==> src/rtl/div_if.sv <==
// Handshake and result bus between the control unit and the sequential divider.
interface div_if;
  logic        div_ctrl;
  logic [31:0] a;
  logic [31:0] b;
  logic [31:0] Hi;
  logic [31:0] Lo;
  logic        div_end;
  logic        div_zero;

  // Control unit side: issues operands and the start pulse, reads results.
  modport master (
    output div_ctrl, a, b,
    input  Hi, Lo, div_end, div_zero
  );

  // Divider side: consumes operands and the start pulse, drives results.
  modport slave (
    input  div_ctrl, a, b,
    output Hi, Lo, div_end, div_zero
  );
endinterface

==> src/rtl/div_unit.sv <==
// Sequential signed 32-bit divider (MIPS DIV semantics).
// Restoring shift-subtract on operand magnitudes, then sign correction.
// Quotient goes to Lo, remainder to Hi; divide-by-zero is flagged up front.
module div_unit (
  input  logic clk,
  input  logic reset,
  div_if.slave bus
);

  typedef enum logic [1:0] {IDLE, RUN, FIX, DONE} state_t;

  state_t      state;
  logic [5:0]  cnt;
  // The partial remainder is always below |b| <= 2^31, so its bit 32 is
  // permanently zero and is not stored; the trial subtraction stays 33-bit.
  logic [31:0] rem;
  logic [31:0] quo;
  logic [31:0] dvs;
  logic        sign_a;
  logic        sign_q;

  logic [31:0] abs_a;
  logic [31:0] abs_b;
  logic [32:0] shifted;
  logic [32:0] trial;

  // Operand magnitudes and one restoring iteration step.
  // NOTE: every signal assigned here gets a value on every path, so no latch is inferred.
  always_comb begin
    abs_a   = bus.a[31] ? (32'd0 - bus.a) : bus.a;
    abs_b   = bus.b[31] ? (32'd0 - bus.b) : bus.b;
    shifted = {rem, quo[31]};
    trial   = shifted - {1'b0, dvs};
  end

  // Control FSM, iteration datapath and registered result outputs.
  // NOTE: reset is synchronous (sampled on clk) and all state uses non-blocking
  // assignments so every register updates from the pre-edge values.
  always_ff @(posedge clk) begin
    if (reset) begin
      state        <= IDLE;
      cnt          <= '0;
      rem          <= '0;
      quo          <= '0;
      dvs          <= '0;
      sign_a       <= 1'b0;
      sign_q       <= 1'b0;
      bus.Hi       <= '0;
      bus.Lo       <= '0;
      bus.div_end  <= 1'b0;
      bus.div_zero <= 1'b0;
    end else if (bus.div_ctrl) begin
      // A start is honoured in every state; an active division is abandoned.
      if (bus.b == 32'd0) begin
        state        <= DONE;
        bus.div_end  <= 1'b1;
        bus.div_zero <= 1'b1;
      end else begin
        state        <= RUN;
        cnt          <= 6'd32;
        rem          <= '0;
        quo          <= abs_a;
        dvs          <= abs_b;
        sign_a       <= bus.a[31];
        sign_q       <= bus.a[31] ^ bus.b[31];
        bus.div_end  <= 1'b0;
        bus.div_zero <= 1'b0;
      end
    end else begin
      case (state)
        RUN: begin
          // quo doubles as the dividend shifter: its MSB feeds the remainder
          // while quotient bits enter at the LSB.
          if (trial[32]) begin
            rem <= shifted[31:0];
            quo <= {quo[30:0], 1'b0};
          end else begin
            rem <= trial[31:0];
            quo <= {quo[30:0], 1'b1};
          end
          cnt <= cnt - 6'd1;
          if (cnt == 6'd1) state <= FIX;
        end
        FIX: begin
          bus.Lo      <= sign_q ? (32'd0 - quo) : quo;
          bus.Hi      <= sign_a ? (32'd0 - rem) : rem;
          bus.div_end <= 1'b1;
          state       <= DONE;
        end
        default: ; // IDLE and DONE hold all results until the next start.
      endcase
    end
  end

endmodule

==> src/flat_wrapper.sv <==
// flat-port wrapper written by rule: the top's interface ports become plain ports
module div_unit_flat 
  (clk, reset, bus_div_ctrl, bus_a, bus_b, bus_Hi, bus_Lo, bus_div_end, bus_div_zero);
  div_if bus_i ();
  input  logic clk;
  input  logic reset;
  input wire logic [$bits(bus_i.div_ctrl)-1:0] bus_div_ctrl;
  input wire logic [$bits(bus_i.a)-1:0] bus_a;
  input wire logic [$bits(bus_i.b)-1:0] bus_b;
  output wire logic [$bits(bus_i.Hi)-1:0] bus_Hi;
  output wire logic [$bits(bus_i.Lo)-1:0] bus_Lo;
  output wire logic [$bits(bus_i.div_end)-1:0] bus_div_end;
  output wire logic [$bits(bus_i.div_zero)-1:0] bus_div_zero;
  assign bus_i.div_ctrl = bus_div_ctrl;
  assign bus_i.a = bus_a;
  assign bus_i.b = bus_b;
  assign bus_Hi = bus_i.Hi;
  assign bus_Lo = bus_i.Lo;
  assign bus_div_end = bus_i.div_end;
  assign bus_div_zero = bus_i.div_zero;
  div_unit u_core (.clk(clk), .reset(reset), .bus(bus_i));
endmodule
==> config.mk <==
export PLATFORM = sky130hd
export DESIGN_NAME = div_unit_flat
export DESIGN_NICKNAME = d
export VERILOG_FILES = /design/src/rtl/div_if.sv /design/src/rtl/div_unit.sv /design/src/flat_wrapper.sv
export SDC_FILE = /design/constraint.sdc
export NUM_CORES = 1
export LEC_CHECK = 0
export ABC_AREA = 0
export BUFFER_PORTS_ARGS = -buffer_cell sky130_fd_sc_hd__buf_4
export CAP_MARGIN = 15
export CORE_MARGIN = 3
export CORE_UTILIZATION = 42
export CTS_CLUSTER_SIZE = 14
export DETAILED_ROUTE_END_ITERATION = 10
export GPL_TIMING_DRIVEN = 0
export PLACE_DENSITY = 0.66
export SYNTH_ARGS = -nofsm -noshare
export SYNTH_HDL_FRONTEND = slang
export SYNTH_SLANG_ARGS = --single-unit
==> constraint.sdc <==
create_clock -name clk -period 4.1 [get_ports clk]
set_clock_uncertainty 0.15 [all_clocks]
set_input_delay 0 -clock clk [delete_from_list [all_inputs] [get_ports clk]]
set_output_delay 0 -clock clk [all_outputs]
set_load 0.02 [all_outputs]
==> run_results.csv <==
group,metric,value,unit
synthesis,synth_edf_count,0,
min_path,hold_path.class,"in2reg",
worst_setup_path,crit_chain,"dlygate4sd3_1 -> buf_4 -> or4_4 -> or4_4 -> or3_4 -> or3_4 -> or4_4 -> o41ai_4 -> xor2_1 -> dlygate4sd3_1 -> a211oi_1",
timing,rsz0062_at_grt,"false",
final_layout,drive_above_1_share,11.17,%
routing,ant_nets,0,
min_path,hold_end,"u_core.quo[21]",
placed_design,dp.cells,1864,
die,initial_core_util,42.86,%
synthesis,synth_most_common_cell,"dfxtp_1",
synthesis,synth.avg_cell_area,7.709,sq um
synthesis,synthArstFlopShare,0,%
pwr,pwr-share-seq,42.7,%
pwr,ir_drop,0.2956,mV
die,boundaryPins,133,
timing,post-route-period-util,93.59,%
timing,hold_viol,0,
pwr,swShare,30.66,%
die,die_h,166.5,um
global_routing,grtUsageTotal,24.17,%
pwr,p_int,0.002956,W
synthesis,synth_warnings,0,
die,dieWidth,166.5,um
worst_setup_path,crit_required,4.30,ns
cts,tritoncts,"built",
synthesis,yosysUniqueCellTypes,55,
worst_setup_path,critical_path_peak_fanout,4,
routing,drt_wl_total,34060,um
synthesis,synth_area_leaders,"dfxtp_1, xor2_1, a211oi_1",
timing,postLayoutSetupSlackWorst,0.2629,ns
pwr,pwr-share-comb,19.7,%
die,coreArea,25250,sq um
cts,clock-root-buffer,"clkbuf_16",
global_routing,grt_start_max_net_pins,17,
run_status,run_status,"complete, no violations",
timing,drv_slew,0,
worst_setup_path,r2r-start,"u_core.rem[26]",
global_routing,grt_pass1_wl,55230,um
global_routing,antenna_found_initial,0,
placed_design,port_buffers,129,
final_layout,fin_nets,1740,
routing,vias_per_cell,5.629,
synthesis,synth_nets,1510,
synthesis,syn_inst,1404,
cts,clkTransAtPathRegs,0.07,ns
run,maxCapViolations,0,
worst_setup_path,crit_path_frequent_cell,"or4_4",
routing,vias,11130,
routing,dr.pass1.iters,5,
timing,worstMarginPinSlew,0.8313,ns
worst_setup_path,cp.arrival,4.04,ns
pwr,powerDensity,313.5,nW/um^2
synthesis,synth-seq-cells,172,
routing,initialDrtViolationCount,881,
min_path,min-delay-start,"bus_a[21]",
timing,period_needed,3.837,ns
final_layout,n_antenna_cell,0,
routing,wl_per_cell,17.23,um
worst_setup_path,cp_slowest_stage_delay,0.58,ns
cts,worstSkewPairLatency,0.44,ns
worst_setup_path,crit_family,"simple AND/OR/NAND/NOR gates",
die,core.rowCount,58,
worst_setup_path,criticalPathCategory,"in2reg",
pwr,p_leak,5.479,nW
die,dieArea,27730,sq um
worst_setup_path,r2r_setup_slack,0.31,ns
cts,htreeDepth,4,
synthesis,ys_seq_area_share,31.81,%
synthesis,synth_top_area_share,31.81,%
timing,maxSlewHeadroom,44.58,%
worst_setup_path,critPathBufInv,3,
global_routing,grt-ovfl-total,0,
cts,numCtsBuffers,17,
final_layout,syn_to_final_growth,25.64,%
worst_setup_path,r2r_cells,11,
cts,cts_buffer_depth,2,
pwr,power.net_switching,0.001307,W
min_path,whs_path_depth,5,
global_routing,grt_pass1_vias,10260,
worst_setup_path,timing.rr.end,"u_core.rem[10]",
routing,route.detailed.drc,0,
timing,fmax,260.6,MHz
placed_design,detailedPlace.worstSlack,-0.07328,ns
synthesis,synth_commonest_cells,"dfxtp_1, nor2_1, nand2_1",
placed_design,gp_congestion,0.9246,
cts,clkSinkCount,172,
synthesis,ys.flop_type,"dfxtp_1",
synthesis,syn_area,10820,sq um
pwr,pwr-share-clk,37.6,%
synthesis,synth_top_cell_by_area,"dfxtp_1",
worst_setup_path,cp_slowest_cell,"dlygate4sd3_1",
worst_setup_path,cp-end-kind,"register",
timing,hold_ws,0.01060,ns
placed_design,dp_hpwl,26030,um
final_layout,fin_cells,1977,
worst_setup_path,crit_path_start_kind,"input pin",
timing,finalSetupViolCount,0,
worst max-delay path by stage:
stage	startpoint	end	depth (start not counted)
after global routing	u_core.quo[31]	u_core.rem[11]	12
final	bus_b[4]	u_core.dvs[27]	11
after detailed placement	u_core.quo[31]	u_core.rem[25]	12
after floorplan	u_core.rem[6]	u_core.bus.Hi[28]	8
after CTS	u_core.quo[31]	u_core.rem[25]	12
after global placement	u_core.quo[31]	u_core.rem[25]	12
power by group through the flow:
stage          clock [W]  sequential [W]  combinational, W
2_1_floorplan          0         0.00185          0.000486
3_3_place_gp           0         0.00185          0.000747
3_5_place_dp           0         0.00186          0.000752
4_1_cts          0.00162         0.00182          0.000826
5_1_grt          0.00170         0.00183          0.000929
6_report         0.00160         0.00182          0.000838
stage by stage:
| stage | instance area (sq um) | TNS [ns] | power [W] | utilization, % |
|---|---|---|---|---|
| detailed placement | 12210 | -0.2052 | 0.002609 | 48.35 |
| CTS | 13560 | 0 | 0.004262 | 53.71 |
| finish | 13600 | 0 | 0.004264 | 53.85 |
| global route | 13600 | 0 | 0.004460 | 53.85 |
| floorplan | 10820 | 0 | 0.002339 | - |
| global placement | 12210 | -0.4511 | 0.002600 | 48.33 |
cells by family (layout without fill, tap and decap cells):
| logic type | count (synthesis) | count (layout) | synth area share (%) |
|---|---|---|---|
| AND/OR/NAND/NOR | 511 | 511 | 22.07 |
| AO/OA/AOI/OAI | 394 | 394 | 24.70 |
| flip-flops | 172 | 172 | 31.81 |
| XOR/XNOR | 142 | 142 | 11.49 |
| buffers and inverters | 141 | 384 | 4.890 |
| adder cells (fa/ha/maj) | 39 | 39 | 4.578 |
| multiplexers | 5 | 5 | 0.4624 |
per-layer routing:
| metal | share of wire [%] | vias up | global-route usage (%) |
|---|---|---|---|
| met3 | 6.8 | 28 | 3.774 |
| met1 | 49 | 5185 | 36.17 |
| met2 | 43 | 384 | 36.84 |
| li1 | - | 5532 | - |
| met4 | 1.1 | 0 | 5.093 |
| met5 | 0 | - | 0 |
sequential cells by signal, summed over array words and instances, names as in the netlist:
register,count
u_core.bus.Lo,32
u_core.quo,32
u_core.bus.Hi,32
u_core.dvs,32
u_core.state,2
u_core.bus.div_end,1
u_core.rem,32
u_core.bus.div_zero,1
u_core.cnt,6
u_core.sign_q,1
u_core.sign_a,1
worst min-delay path: cells and delay by family:
kind	cells	cell delay, ns
AO/OA/AOI/OAI	2	0.30
XOR/XNOR	1	0.09
buffers and inverters	1	0.09
AND/OR/NAND/NOR	1	0.08
area by class of cell:
cell class / instances / area [sq um]
plain buffers: 90 / 337.8
clock buffers: 20 / 436.7
clock inverters: 12 / 130.1
fillers: 2435 / 11650
inverters: 51 / 191.4
multi-input cells: 1091 / 6872
flip-flops and latches: 172 / 3443
well taps: 330 / 412.9
repair buffers: 211 / 1775
cells in the final DEF (no fill, tap or decap), types with 4 or more instances in the layout:
| cell | synthesis | final |
|---|---|---|
| dfxtp_1 | 172 | 172 |
| nor2_1 | 171 | 171 |
| buf_4 | 0 | 132 |
| nand2_1 | 131 | 131 |
| a211oi_1 | 108 | 108 |
| xor2_1 | 108 | 108 |
| clkbuf_1 | 86 | 89 |
| a21oi_1 | 86 | 86 |
| dlygate4sd3_1 | 0 | 78 |
| nand3_1 | 75 | 75 |
| o21ai_0 | 64 | 64 |
| inv_1 | 51 | 51 |
| ha_1 | 38 | 38 |
| o31ai_1 | 36 | 36 |
| xnor2_1 | 34 | 33 |
| nor3_1 | 20 | 20 |
| o41ai_1 | 19 | 19 |
| or4_1 | 18 | 18 |
| clkbuf_16 | 0 | 17 |
| nand2b_1 | 16 | 16 |
| nor4_1 | 15 | 14 |
| a21o_1 | 14 | 14 |
| or3_1 | 12 | 12 |
| o211ai_1 | 11 | 11 |
| nor2b_1 | 11 | 11 |
| or2_2 | 11 | 11 |
| o21a_1 | 10 | 10 |
| a32oi_1 | 10 | 10 |
| and3_1 | 9 | 9 |
| a31oi_1 | 6 | 6 |
| nand4_1 | 5 | 5 |
| buf_1 | 4 | 5 |
| mux2i_1 | 5 | 5 |
| o2111ai_1 | 4 | 4 |
| o311ai_0 | 4 | 4 |
| nand3b_1 | 4 | 4 |
| inv_8 | 0 | 4 |
repair_timing:
item | in CTS | in global routing
buffers inserted | 0 | 3
hold buffers | 78 | 0
endpoints found under the setup margin | 20 | 37
gates resized for setup | 1 | 2
pin swaps | 0 | 1
hold endpoints to repair | 67 | 0
(Power assumes the default switching activity.)
